===== src/rtl/serdes_pkg.sv =====
// Shared definitions for the FIR serial transmitter and receiver:
// FSM state encodings, default word length and counter sizing.
package serdes_pkg;

    localparam int LENGTH_DEF = 24;

    typedef enum logic [2:0] {
        IDLE  = 3'b001,
        SHIFT = 3'b010,
        LAST  = 3'b100
    } state_t;

    // Bit counter spans 0..LENGTH-1 with one bit of headroom.
    function automatic int cnt_width(input int len);
        return $clog2(len) + 1;
    endfunction

endpackage


===== src/rtl/serializer_fsm_if.sv =====
// Parallel-in / serial-out handshake bundle between the FIR output,
// the serializer and the downstream bit consumer.
interface serializer_fsm_if
    import serdes_pkg::*;
#(
    parameter int LENGTH = LENGTH_DEF
);
    logic [LENGTH-1:0] iv_din;
    logic              i_din_valid;
    logic              o_ready;
    logic              o_dout;
    logic              o_dout_valid;
    logic              o_last;
    logic              i_ready;

    modport slave (
        input  iv_din, i_din_valid, i_ready,
        output o_ready, o_dout, o_dout_valid, o_last
    );

    modport master (
        output iv_din, i_din_valid, i_ready,
        input  o_ready, o_dout, o_dout_valid, o_last
    );
endinterface


===== src/rtl/serializer_hold_reg.sv =====
// Single-entry holding buffer in front of the serializer shift register.
// o_ready is registered and reflects the buffer state after each edge.
module serializer_hold_reg
    import serdes_pkg::*;
#(
    parameter int LENGTH = LENGTH_DEF
) (
    input  logic              i_clk,
    input  logic              i_rst,
    input  logic              i_en,
    input  logic [LENGTH-1:0] iv_word,
    input  logic              i_valid,
    output logic              o_ready,
    input  logic              i_pop,
    output logic [LENGTH-1:0] ov_word,
    output logic              o_full
);
    logic [LENGTH-1:0] r_word;
    logic              r_full;
    logic              r_ready;
    logic              w_push;
    logic              w_full_nxt;

    // A push only happens while empty, so push and pop never coincide.
    assign w_push     = i_en && i_valid && r_ready;
    assign w_full_nxt = (r_full && !i_pop) || w_push;

    always_ff @(posedge i_clk) begin
        if (i_rst) begin
            r_word  <= '0;
            r_full  <= 1'b0;
            r_ready <= 1'b0;
        end else if (i_en) begin
            r_full  <= w_full_nxt;
            r_ready <= !w_full_nxt;
            if (w_push) begin
                r_word <= iv_word;
            end
        end
    end

    assign o_ready = r_ready;
    assign ov_word = r_word;
    assign o_full  = r_full;
endmodule


===== src/rtl/serializer_fsm.sv =====
// LSB-first parallel-to-serial transmitter for the FIR output. A buffered
// word loads straight from LAST so consecutive words leave without a gap.
module serializer_fsm
    import serdes_pkg::*;
#(
    parameter int LENGTH = LENGTH_DEF
) (
    input  logic           i_clk,
    input  logic           i_rst,
    input  logic           i_en,
    serializer_fsm_if.slave bus
);
    localparam int CNT_W = cnt_width(LENGTH);

    state_t            r_state;
    logic [LENGTH-1:0] r_shift;
    logic [CNT_W-1:0]  r_cnt;
    logic              r_dout;
    logic              r_dout_valid;
    logic              r_last;

    logic [LENGTH-1:0] w_buf;
    logic              w_full;
    logic              w_ready;
    logic              w_xfer;
    logic              w_pop;

    serializer_hold_reg #(.LENGTH(LENGTH)) u_hold (
        .i_clk   (i_clk),
        .i_rst   (i_rst),
        .i_en    (i_en),
        .iv_word (bus.iv_din),
        .i_valid (bus.i_din_valid),
        .o_ready (w_ready),
        .i_pop   (w_pop),
        .ov_word (w_buf),
        .o_full  (w_full)
    );

    assign w_xfer = i_en && r_dout_valid && bus.i_ready;
    assign w_pop  = i_en && w_full &&
                    ((r_state == IDLE) || ((r_state == LAST) && w_xfer));

    always_ff @(posedge i_clk) begin
        if (i_rst) begin
            r_state      <= IDLE;
            r_shift      <= '0;
            r_cnt        <= '0;
            r_dout       <= 1'b0;
            r_dout_valid <= 1'b0;
            r_last       <= 1'b0;
        end else if (i_en) begin
            if (w_pop) begin
                r_state      <= SHIFT;
                r_shift      <= w_buf;
                r_cnt        <= '0;
                r_dout       <= w_buf[0];
                r_dout_valid <= 1'b1;
                r_last       <= 1'b0;
            end else begin
                case (r_state)
                    IDLE: ;
                    SHIFT: begin
                        if (w_xfer) begin
                            r_shift <= r_shift >> 1;
                            r_cnt   <= r_cnt + CNT_W'(1);
                            r_dout  <= r_shift[1];
                            // Bit LENGTH-2 just left; the final bit is now on o_dout.
                            if (r_cnt == CNT_W'(LENGTH - 2)) begin
                                r_state <= LAST;
                                r_last  <= 1'b1;
                            end
                        end
                    end
                    LAST: begin
                        if (w_xfer) begin
                            r_state      <= IDLE;
                            r_cnt        <= '0;
                            r_dout       <= 1'b0;
                            r_dout_valid <= 1'b0;
                            r_last       <= 1'b0;
                        end
                    end
                    default: begin
                        r_state      <= IDLE;
                        r_cnt        <= '0;
                        r_dout       <= 1'b0;
                        r_dout_valid <= 1'b0;
                        r_last       <= 1'b0;
                    end
                endcase
            end
        end
    end

    assign bus.o_ready      = w_ready;
    assign bus.o_dout       = r_dout;
    assign bus.o_dout_valid = r_dout_valid;
    assign bus.o_last       = r_last;
endmodule


===== src/flat_wrapper.sv =====
// flat-port wrapper written by rule: the top's interface ports become plain ports
module serializer_fsm_flat import serdes_pkg::*;
#(
    parameter int LENGTH = LENGTH_DEF
)
  (i_clk, i_rst, i_en, bus_iv_din, bus_i_din_valid, bus_i_ready, bus_o_ready, bus_o_dout, bus_o_dout_valid, bus_o_last);
  serializer_fsm_if #(.LENGTH(LENGTH)) bus_i ();
  input  logic i_clk;
  input  logic i_rst;
  input  logic i_en;
  input wire logic [$bits(bus_i.iv_din)-1:0] bus_iv_din;
  input wire logic [$bits(bus_i.i_din_valid)-1:0] bus_i_din_valid;
  input wire logic [$bits(bus_i.i_ready)-1:0] bus_i_ready;
  output wire logic [$bits(bus_i.o_ready)-1:0] bus_o_ready;
  output wire logic [$bits(bus_i.o_dout)-1:0] bus_o_dout;
  output wire logic [$bits(bus_i.o_dout_valid)-1:0] bus_o_dout_valid;
  output wire logic [$bits(bus_i.o_last)-1:0] bus_o_last;
  assign bus_i.iv_din = bus_iv_din;
  assign bus_i.i_din_valid = bus_i_din_valid;
  assign bus_i.i_ready = bus_i_ready;
  assign bus_o_ready = bus_i.o_ready;
  assign bus_o_dout = bus_i.o_dout;
  assign bus_o_dout_valid = bus_i.o_dout_valid;
  assign bus_o_last = bus_i.o_last;
  serializer_fsm #(.LENGTH(LENGTH)) u_core (.i_clk(i_clk), .i_rst(i_rst), .i_en(i_en), .bus(bus_i));
endmodule

===== config.mk =====
export PLATFORM = sky130hd
export DESIGN_NAME = serializer_fsm_flat
export DESIGN_NICKNAME = d
export VERILOG_FILES = /design/src/rtl/serdes_pkg.sv /design/src/rtl/serializer_fsm_if.sv /design/src/rtl/serializer_hold_reg.sv /design/src/rtl/serializer_fsm.sv /design/src/flat_wrapper.sv
export SDC_FILE = /design/constraint.sdc
export NUM_CORES = 1
export LEC_CHECK = 0
export ABC_AREA = 1
export CORE_MARGIN = 4
export CORE_UTILIZATION = 50
export CTS_BUF_LIST = sky130_fd_sc_hd__clkbuf_4 sky130_fd_sc_hd__clkbuf_8
export DETAILED_ROUTE_END_ITERATION = 16
export PLACE_DENSITY_LB_ADDON = 0.12
export SETUP_SLACK_MARGIN = 0.2
export SLEW_MARGIN = 25
export SYNTH_ARGS = -nofsm -noshare
export SYNTH_HDL_FRONTEND = slang
export SYNTH_SLANG_ARGS = --single-unit

===== constraint.sdc =====
create_clock -name i_clk -period 1.9 [get_ports i_clk]
set_input_delay 0.38 -clock i_clk [delete_from_list [all_inputs] [get_ports i_clk]]
set_output_delay 0.38 -clock i_clk [all_outputs]
set_load 0.01 [all_outputs]

Word level (Yosys, flattened, before mapping)
Index checks and enable logic that the tools add are counted.
W data, S select, Z words.

word-level totals
  flip-flop bits (word level) = 62
  bits of input ports = 29
  output and inout bits = 4
  word-level logic and storage cells = 61

operators by class
  $add $sub $neg = 1
  equal/unequal tests = 9
  mux-type cells = 22
  reduce and logical (&&, ||, !) cells = 20

operators by type and width
  operator               number
  $mux W24               3
  $mux W6                3
  $pmux W6 S3            1
  $mux W3                4
  $ne A3 B2 Y1 const B   3
  $pmux W3 S3            1
  $logic_and A1 B1 Y1    8
  $mux W1                7
  $add A6 B1 Y6 const B  1
  $eq A6 B5 Y1 const B   1
  $pmux W1 S3            2
  $reduce_and A3 Y1      2
  $reduce_and A5 Y1      1
  $reduce_and A4 Y1      1
  $reduce_bool A2 Y1     2
  $eq A3 B1 Y1 const B   1
  $eq A3 B2 Y1 const B   1
  $eq A3 B3 Y1 const B   1
  $logic_not A1 Y1       2
  $logic_or A1 B1 Y1     2
  $ne A2 B1 Y1 const B   1
  $ne A2 B2 Y1 const B   1
  $pmux W1 S2            1
  $reduce_and A2 Y1      1
  $reduce_or A2 Y1       1

Longest topological paths before layout
Gate-level depths: netlist of run 1.

  depth in word-level cells = 9
  gate-level depth with buffers = 10
  mapped depth without buffers = 9

By module
Synthesis of run 1 repeated with hierarchy kept, for this count alone.

second synthesis, totals
  cells, all modules = 392
  area, all modules = 2926.6 um^2

by module, submodules not included
  module               times used  cells each  area each (um^2)  seq. area each (um^2)
  serializer_fsm       1           268         1799.2            680.7
  serializer_hold_reg  1           124         1127.3            520.5

Least setup slack after synthesis of run 1
Ideal clock, no wire load.

  path type = reg2reg
  from = register u_core.r_state[2]
  to = register u_core.r_shift[12]
  library setup time = 0.116 ns
  arrival = 1.332 ns
  data required time = 1.784 ns
  slack = 0.452 ns
  cell stages (with the launch flop) = 10
  period minus slack after synthesis = 1.448 ns
  cell sequence = dfxtp_1 -> nand3_1 -> o21ai_4 -> nand2_2 -> buf_6 -> buf_2 -> nand2_1 -> nand2_1 -> nor2_1 -> nor2_1

between the ends
  word-level cells in the longest chain between the ends = 6
  elaborated cells between the ends (all ways) = 10
  those cells by class = eq/ne (3); mux (1); reduce/logical (6)

RTL lines
  what                          line                  text
  start, declared               serializer_fsm.sv:15  state_t r_state;
  start signal, assigned        serializer_fsm.sv:46  r_state <= IDLE;
  start signal, assigned        serializer_fsm.sv:54  r_state <= SHIFT;
  start signal, assigned        serializer_fsm.sv:70  r_state <= LAST;
  $eq A3 B3 Y1                  serializer_fsm.sv:42  ((r_state == IDLE) || ((r_state == LAST) && w_xfer));
  $logic_and A1 B1 Y1           serializer_fsm.sv:42
  $logic_or A1 B1 Y1            serializer_fsm.sv:42
  $logic_and A1 B1 Y1           serializer_fsm.sv:41  assign w_pop = i_en && w_full &&
  $reduce_bool A2 Y1 (no line)  --
  $reduce_and A3 Y1 (no line)   --
  end signal, assigned          serializer_fsm.sv:55  r_shift <= w_buf;
  end signal, assigned          serializer_fsm.sv:65  r_shift <= r_shift >> 1;
  end, declared                 serializer_fsm.sv:16  logic [LENGTH-1:0] r_shift;

Parallel ways exist; a longest one is shown, timed or not.
A chain may end at the register's enable or synchronous reset.

==> impl.org, run 1 <==
** Timing
- Across the routed clock network, the largest skew measured is 0.00504 ns.
- Headroom to the max-slew limit came out at about 82%.
- The number of endpoints with negative hold slack in the final report was 0.
- The final critical path takes up 86.1% of the cycle.
- The routed design could run at a clock period as short as 1.64 ns.
- The number of slew-limit violations in the final report came to 0.
- Adding up every negative setup slack in the final design gives 0 ns.
- Final setup violation count :: 0
- Setup repair after global routing left no endpoint under its margin.
- For the pin with the worst max-slew slack, the measured transition is 0.270 ns.
- Achievable frequency :: ~610 MHz

** Synth
- Synthesized instance count :: 381
- For this run, the register share of the synthesized area comes to 45.9%.
- In this run, synthesis produced a sequential element count of 60.
- The synthesized netlist contains 20 unique library cells.
- Post-synth net total :: ~410
- Mean post-synth cell area :: 6.86 um^2
- For this run, the number of Yosys warnings is 0.
- The synthesized netlist occupies a cell area of 2620 um^2.

** Drt
- The count of nets left with antenna violations once routing finished came out at 0.
- In the final routed layout, each cell accounts on average for 12.1 um.
- Iteration count of the initial detailed-routing pass :: 6
- Residual DRC :: 0
- Drt via density :: 5.08
- The final layout contains routed wiring with a total length of 5950 um.
- Vias :: 2,503
- The detailed router finished its first iteration with 152 violations.

** Critical path
- Following the worst setup path forward leads to its endpoint at bus_o_last.
- Among all stages on the critical path, the largest delay is contributed by sky130_fd_sc_hd__clkdlybuf4s50_1.
- Number of buffers and inverters on the critical path :: 1
- The number of cells on the worst reg-to-reg path is 9.
- Required time at the worst-slack endpoint :: 1.52 ns
- The worst setup path is launched from a flip-flop.
- Origin of the worst setup path :: u_core.r_state[2]
- Startpoint-to-endpoint class of the critical path :: reg -> out
- The worst setup path is captured at an output pin.
- FF-to-FF Start :: u_core.bus.o_dout_valid
- Worst reg2reg endpoint :: u_core.r_cnt[3]
- In this run the number of cells on the critical path is 1.
- Dominant delay contributor by cell family on the critical path :: buffers and inverters
- STA puts the critical path data arrival time at 1.26 ns.
- Along the worst path, the maximum fanout reaches 5.
- The largest single stage delay on the critical path is 0.55 ns.
- Crit-path cells :: clkdlybuf4s50_1
- Slack of the worst reg-to-reg path :: 0.47 ns

** GRT
- Overall fraction of global-route tracks in use :: 20.5%
- The number of global-route vias before repair came to 2,350.
- Global-route wire length before repair :: 10,300 um
- Overflow after GRT :: 0
- Maximum number of pins on one net before global-route repair :: 30
- The initial antenna violation count was 0.

** Clock network
- Clock tree buffer depth :: 2
- CTS Root Cell :: sky130_fd_sc_hd__clkbuf_8
- In this run the number of H-tree levels came out at 3.
- After clock tree synthesis, the clock-pin slew on the worst setup and hold paths is 0.06 ns.
- Clock tree sinks :: 60
- Clock tree from TritonCTS :: built
- For this design, the CTS-stage hold fixing added 0 buffers.
- In this run, CTS created clock tree buffers numbering 9.
- Worst-Skew Late Latency :: approximately 0.34 ns

** Power and ir drop
- Summed over all cells, the static leakage comes to 1.46 nW.
- Dividing total power by cell area gives a power density of 910 nW/um^2.
- Largest voltage drop on the vdd net :: 0.499 mV
- Power after layout :: 3.00 mW

** Die
- From left edge to right edge, the die measures approximately 80 um.
- Count of standard-cell rows :: 26
- In this run the standard cell core region covers just over 5000 um^2.
- Number of primary I/O pins :: 33
- Starting utilization of the core area :: 51.5%
- Total Die Area :: 6450 um^2
- The die is 80.3 um tall.

** Layout
- For this run, the post-layout net count is 449.
- Leaving out fill and tap cells, the most frequent cell in the layout is sky130_fd_sc_hd__nand2_1.
- Commonest non-fill, non-tap cells in the layout :: 115 x sky130_fd_sc_hd__nand2_1, 59 x sky130_fd_sc_hd__dfxtp_1, 57 x sky130_fd_sc_hd__nor2_1, 35 x sky130_fd_sc_hd__a21oi_1, 33 x sky130_fd_sc_hd__nand3_1
- Fraction of final layout cells sized beyond drive strength 1 :: 8.98%
- Relative to the synthesized area, the layout overhead comes to 26.2%.
- 0 antenna diodes ended up in the layout.

** Worst hold path
- Worst Hold Path Cells :: 2
- The tightest min-delay check is of the reg -> reg type.
- Hold path startpoint :: u_core.u_hold.ov_word[0]

** Placed design
- Estimated wirelength of the detail-placed design :: 3810 um
- Routability congestion estimate :: slightly below 0.8
- IO buf count :: 32

** Run status
- The flow ran to the end, and the final reports show no timing, DRC or antenna violations.

** Job
- Max capacitance violation total :: 0
[worst min path at each step]
stage | slack (ns) | end
detailed placement | 0.45 | u_core.u_hold.ov_word[0]
global route | 0.49 | u_core.u_hold.ov_word[20]
finish | 0.46 | u_core.u_hold.ov_word[0]
floorplan | 0.43 | u_core.u_hold.ov_word[0]
global placement | 0.44 | u_core.u_hold.ov_word[0]
CTS | 0.46 | u_core.u_hold.ov_word[0]
[cell families after synthesis]
| logic type | count (synthesis) | share of synthesized area (%) |
|---|---|---|
| flops | 60 | 45.9 |
| compound gates | 67 | 13.3 |
| simple gates | 212 | 32.9 |
| fa+ha+maj | 2 | 0.957 |
| buf+inv | 39 | 6.60 |
| xor+xnor | 1 | 0.335 |
[registers in the layout, summed over array words and instances (netlist names)]
name                     count
u_core.bus.o_dout            1
u_core.u_hold.o_ready        1
u_core.r_cnt                 6
u_core.u_hold.o_full         1
u_core.bus.o_dout_valid      1
u_core.r_shift              23
u_core.u_hold.ov_word       24
u_core.r_state               3
[area by class of cell]
type                    count  area (um^2)
clock inverters             5         75.1
repair buffers             47          477
fillers                   481         1770
well taps                  70         87.6
clock buffers              11          145
flip-flops and latches     60         1200
multi-input cells         282         1240
inverters                  18         70.1
[per-stage QoR]
stage | hold slack (ns) | setup WS [ns] | cell area [um^2] | instances | util, %
2_1_floorplan | 0.430 | 0.452 | 2620 | 381 | -
3_3_place_gp | 0.444 | 0.00380 | 3060 | 477 | 60.2
3_5_place_dp | 0.452 | -0.0857 | 3060 | 477 | 60.2
4_1_cts | 0.461 | 0.220 | 3280 | 493 | 64.6
5_1_grt | 0.491 | 0.221 | 3300 | 493 | 65.0
6_report | 0.458 | 0.263 | 3300 | 493 | 65.0
[report_power, final]
| group | total [mW] | leakage, nW | switching (mW) | internal [mW] |
|---|---|---|---|---|
| logic | 0.383 | 0.857 | 0.217 | 0.166 |
| clock network | 1.27 | 0.116 | 0.488 | 0.782 |
| registers | 1.35 | 0.486 | 0.0392 | 1.31 |
[layer usage]
metal	GRT usage (%)	vias to the layer above	routed length, um	part of all wire [%]
li1	-	1295	-	-
met1	24.8	1146	2830	47
met2	34.2	51	2790	47
met3	5.72	11	229	3.8
met4	8.11	0	107	1.8
met5	0	-	0	0
[Yosys cell counts (all sizes together)]
cell	number	area, um^2
nor3b	1	7.51
nand4	2	12.5
buf	11	67.6
o21ai	32	171
inv	18	67.6
nand3	34	175
ha	2	25.0
dfxtp	60	1200
nand2	117	442
xnor2	1	8.76
nor3	1	10.0
a21oi	35	175
clkbuf	10	37.5
nor2	57	214
[what timing repair did]
item | in CTS | in global routing
gates resized for setup | 1 | 9
pin swaps | 0 | 1
setup endpoints to repair | 1 | 25
setup buffers | 0 | 0
hold endpoints to repair | 0 | 0
[worst min-delay path, stage by stage, from the launching register on]
cell	delay [ns]
sky130_fd_sc_hd__dfxtp_1	0.30
sky130_fd_sc_hd__inv_1	0.06
sky130_fd_sc_hd__a21oi_1	0.06
(Power assumes the default switching activity.)
==> run 2, diff against run 1 <==
--- a/config.mk
+++ b/config.mk
@@ -12,7 +12,7 @@
 export DETAILED_ROUTE_END_ITERATION = 16
 export PLACE_DENSITY_LB_ADDON = 0.12
 export SETUP_SLACK_MARGIN = 0.2
-export SLEW_MARGIN = 25
+export SLEW_MARGIN = 20
 export SYNTH_ARGS = -nofsm -noshare
 export SYNTH_HDL_FRONTEND = slang
 export SYNTH_SLANG_ARGS = --single-unit
==> results of run 2 <==
The final DEF is identical to that of run 1; final timing and power are the same.
==> run 3, diff against run 2 <==
==> constraint.sdc (replaced) <==
create_clock -name i_clk -period 1.7 [get_ports i_clk]
set_input_delay 0.34 -clock i_clk [delete_from_list [all_inputs] [get_ports i_clk]]
set_output_delay 0.34 -clock i_clk [all_outputs]
set_load 0.01 [all_outputs]
==> impl.org, run 3 (synthesized netlist as in run 1, its figures left out) <==
** Run status
- Run status :: complete, no violations

** Timing
- The number of endpoints with negative hold slack in the final report is 0 (unchanged).
- The clock skew was 0.00850 ns (+0.00346 ns).
- The worst-case headroom to the max-slew limit came to 83.2% (+1.2 points).
- Timing would allow up to about 700 MHz.
- Slew @ Worst Pin :: 0.249 ns (-0.0206 ns)
- For the finished layout, the period the worst path requires is 1.40 ns.
- Setup repair after global routing missed its margin :: true
- Setup tns final :: 0 ns (unchanged)
- Final worst setup slack :: 0.301 ns (+0.0373 ns)
- Final setup violation count :: 0 (unchanged)
- After layout, the worst path uses 82.3% of the clock period.
- Final-report max-slew violation count :: 0 (unchanged)

** Drt
- The detail-routed net length per standard cell was 11.6 um (-3.6%).
- Vias :: 2,498 (-0.20%)
- The detailed-route vias per instance came to 5.01 (-1.4%).
- Number of DRC violations after detailed-routing iteration 0 :: 180 (+18%)
- Number of nets still failing antenna checks after routing :: 0 (unchanged)
- The number of search-and-repair iterations in the first detailed-routing pass came to 4 (-2).
- The aggregate routed wire length is 5810 um (-2.4%).
- The total DRC errors in the routed layout is 0 (unchanged).

** Critical path
- Required time at the worst-slack endpoint :: 1.92 ns (+0.40 ns)
- In this run the critical register-to-register path is launched from u_core.r_state[1].
- STA classifies the critical path endpoint as a flip-flop.
- Critical-path maximum fanout :: 28 (+23)
- Startpoint type of the worst setup path :: flip-flop
- Origin of the worst setup path :: u_core.r_state[1]
- The data arrival time of the critical path was 1.62 ns (+0.36 ns).
- Startpoint-to-endpoint class of the critical path :: reg -> reg

** Clock network
- Clock transition at the registers of the reported paths :: 0.07 ns (about the same)
- The latest clock arrival within the worst-skew pair was 0.33 ns (about the same).
- Clock tree buffer depth :: 2 (unchanged)
- The number of buffers inserted during clock tree synthesis was 9 (unchanged).
- The clock sink count came to 60 (unchanged).
- CTS Root Cell :: sky130_fd_sc_hd__clkbuf_8
- Clock tree from TritonCTS :: built
- H-tree level count :: 3 (unchanged)

** Power and ir drop
- Largest voltage drop on the vdd net :: 0.546 mV (+9.3%)
- The combinational share of power was 14.3% (+1.5 points).
- The cell leakage power came to 1.47 nW (+0.85%).
- PD cells :: 931 nW/um^2 (+2.3%)
- Cell internal power dissipation :: 2.30 mW (+1.6%)
- The clock network fraction of total power is 37.0% (-5.3 points).
- The total net switching power is 0.807 mW (+8.4%).
- The sequential cell fraction of total power was 48.7% (+3.7 points).
- The overall power consumption came to 3.10 mW (+3.3%).
- The fraction of power spent switching nets was 26.0% (+1.2 points).

** Die
- Width of the chip :: 80.3 um (unchanged)
- Count of standard-cell rows :: 26 (unchanged)
- Total Die Area :: 6450 um^2 (unchanged)
- The initial core utilization came to 51.5% (unchanged).
- The core footprint was 5070 um^2 (unchanged).
- Vertical die dimension :: 80.3 um (unchanged)
- Number of primary I/O pins :: 33 (unchanged)

** Layout
- The filler cell count is 487 (+1.2%).
- Leading cell type in the layout, fill and taps excluded :: sky130_fd_sc_hd__nand2_1
- Max FFs per register :: 24 (unchanged)
- In the layout the commonest cells are 115 x sky130_fd_sc_hd__nand2_1, 59 x sky130_fd_sc_hd__dfxtp_1, 56 x sky130_fd_sc_hd__nor2_1, 35 x sky130_fd_sc_hd__a21oi_1, 31 x sky130_fd_sc_hd__nand3_1.
- The diode insertion count for antenna repair came to 0 (unchanged).
- The count of non-filler cells in the finished layout came to 499 (+1.2%).
- Fraction of final layout cells sized beyond drive strength 1 :: 11.0% (+2.0 points)
- From synthesis to final layout, the design area changed by 27.5%.
- Net count of the finished layout :: 456 (+1.6%)

** GRT
- Vias in the first global route :: 2,225 (-5.3%)
- The overall fraction of global-route tracks in use is 19.3% (-1.2 points).
- The largest net degree at the start of global routing was 30 (unchanged).
- The initial antenna violation count was 0 (unchanged).
- The global-route wire length before repair came to 9850 um (-4.0%).
- The total grt overflow is 0 (unchanged).

** Job
- Max capacitance violation total :: 0 (unchanged)

** Placed design
- The number of cells in the design after placement came to 482 (+1.0%).
- The placement-stage worst setup slack is -0.178 ns (-0.0928 ns).
- The sum of net half-perimeters after detailed placement came to 3760 um (-1.3%).
- The routability-driven placement congestion ratio was 0.811 (+4.5%).
- IO buf count :: 32 (unchanged)

** Worst hold path
- Hold path startpoint :: u_core.u_hold.ov_word[23]
- Hold crit path type :: reg -> reg
==> run 3: changes by cell type in the layout (fill, tap and decap cells not counted), sizes merged <==
cell / delta
buf: +7
dlygate4sd2: +5
clkdlybuf4s50: -3
bufinv: -2
clkbuf: +2
dlymetal6s2s: -2
clkinv: -1
==> run 3: metal layers <==
| layer | global-route usage (%) | vias to the layer above | wire length, um |
|---|---|---|---|
| li1 | - | 1315 | - |
| met4 | 9.29 | 0 | 90 |
| met2 | 31.9 | 46 | 2760 |
| met3 | 3.25 | 10 | 195 |
| met1 | 24.2 | 1127 | 2760 |
| met5 | 0 | - | 0 |
==> run 3: power by group through the flow <==
stage / Combinational (mW) / Sequential (mW) / Clock [mW]
after global routing: 0.497 / 1.52 / 1.24
after floorplan: 0.245 / 1.53 / 0
after detailed placement: 0.422 / 1.54 / 0
final: 0.443 / 1.51 / 1.15
after CTS: 0.427 / 1.51 / 1.18
after global placement: 0.419 / 1.54 / 0
==> run 3: area by class of cell <==
class | count | area, um^2 | area share, %
clock buffers | 13 | 166 | 4.99
clock inverters | 2 | 10.0 | 0.300
inverters | 18 | 70.1 | 2.10
multi-input cells | 282 | 1260 | 37.8
flip-flops and latches | 60 | 1200 | 36.1
well taps | 70 | 87.6 | 2.63
repair buffers | 54 | 536 | 16.1
==> run 3: worst paths after layout <==
path	endpoint	slack (ns)	depth (start not counted)
max	u_core.r_shift[18]	0.30	9
max reg2reg	u_core.r_shift[18]	0.30	9
min reg2reg	u_core.u_hold.ov_word[23]	0.47	2
min	u_core.u_hold.ov_word[23]	0.47	2
==> run 3: critical path, stage by stage, from the launching register on <==
cell and delay (ns):
sky130_fd_sc_hd__dfxtp_1 0.31, sky130_fd_sc_hd__inv_1 0.14, sky130_fd_sc_hd__nand3_2 0.12, sky130_fd_sc_hd__o21ai_4 0.16, sky130_fd_sc_hd__nand2_2 0.11, sky130_fd_sc_hd__buf_12 0.18, sky130_fd_sc_hd__nand2_1 0.06, sky130_fd_sc_hd__nand2_1 0.04
sky130_fd_sc_hd__nor2_1 0.09, sky130_fd_sc_hd__nor2_1 0.05
==> run 3: stage by stage <==
step	util, %	cell area, um^2	hold slack, ns
2_1_floorplan	-	2620	0.409
3_3_place_gp	61.2	3110	0.452
3_5_place_dp	61.2	3110	0.459
4_1_cts	65.1	3300	0.469
5_1_grt	65.7	3330	0.483
6_report	65.7	3330	0.469
==> run 3: what timing repair did <==
item	CTS	global route
buffers inserted	0	0
pin swaps	1	3
endpoints found under the hold margin	0	0
hold buffers	0	0
endpoints found under the setup margin	28	27
resized for setup	12	9
gates cloned	1	1
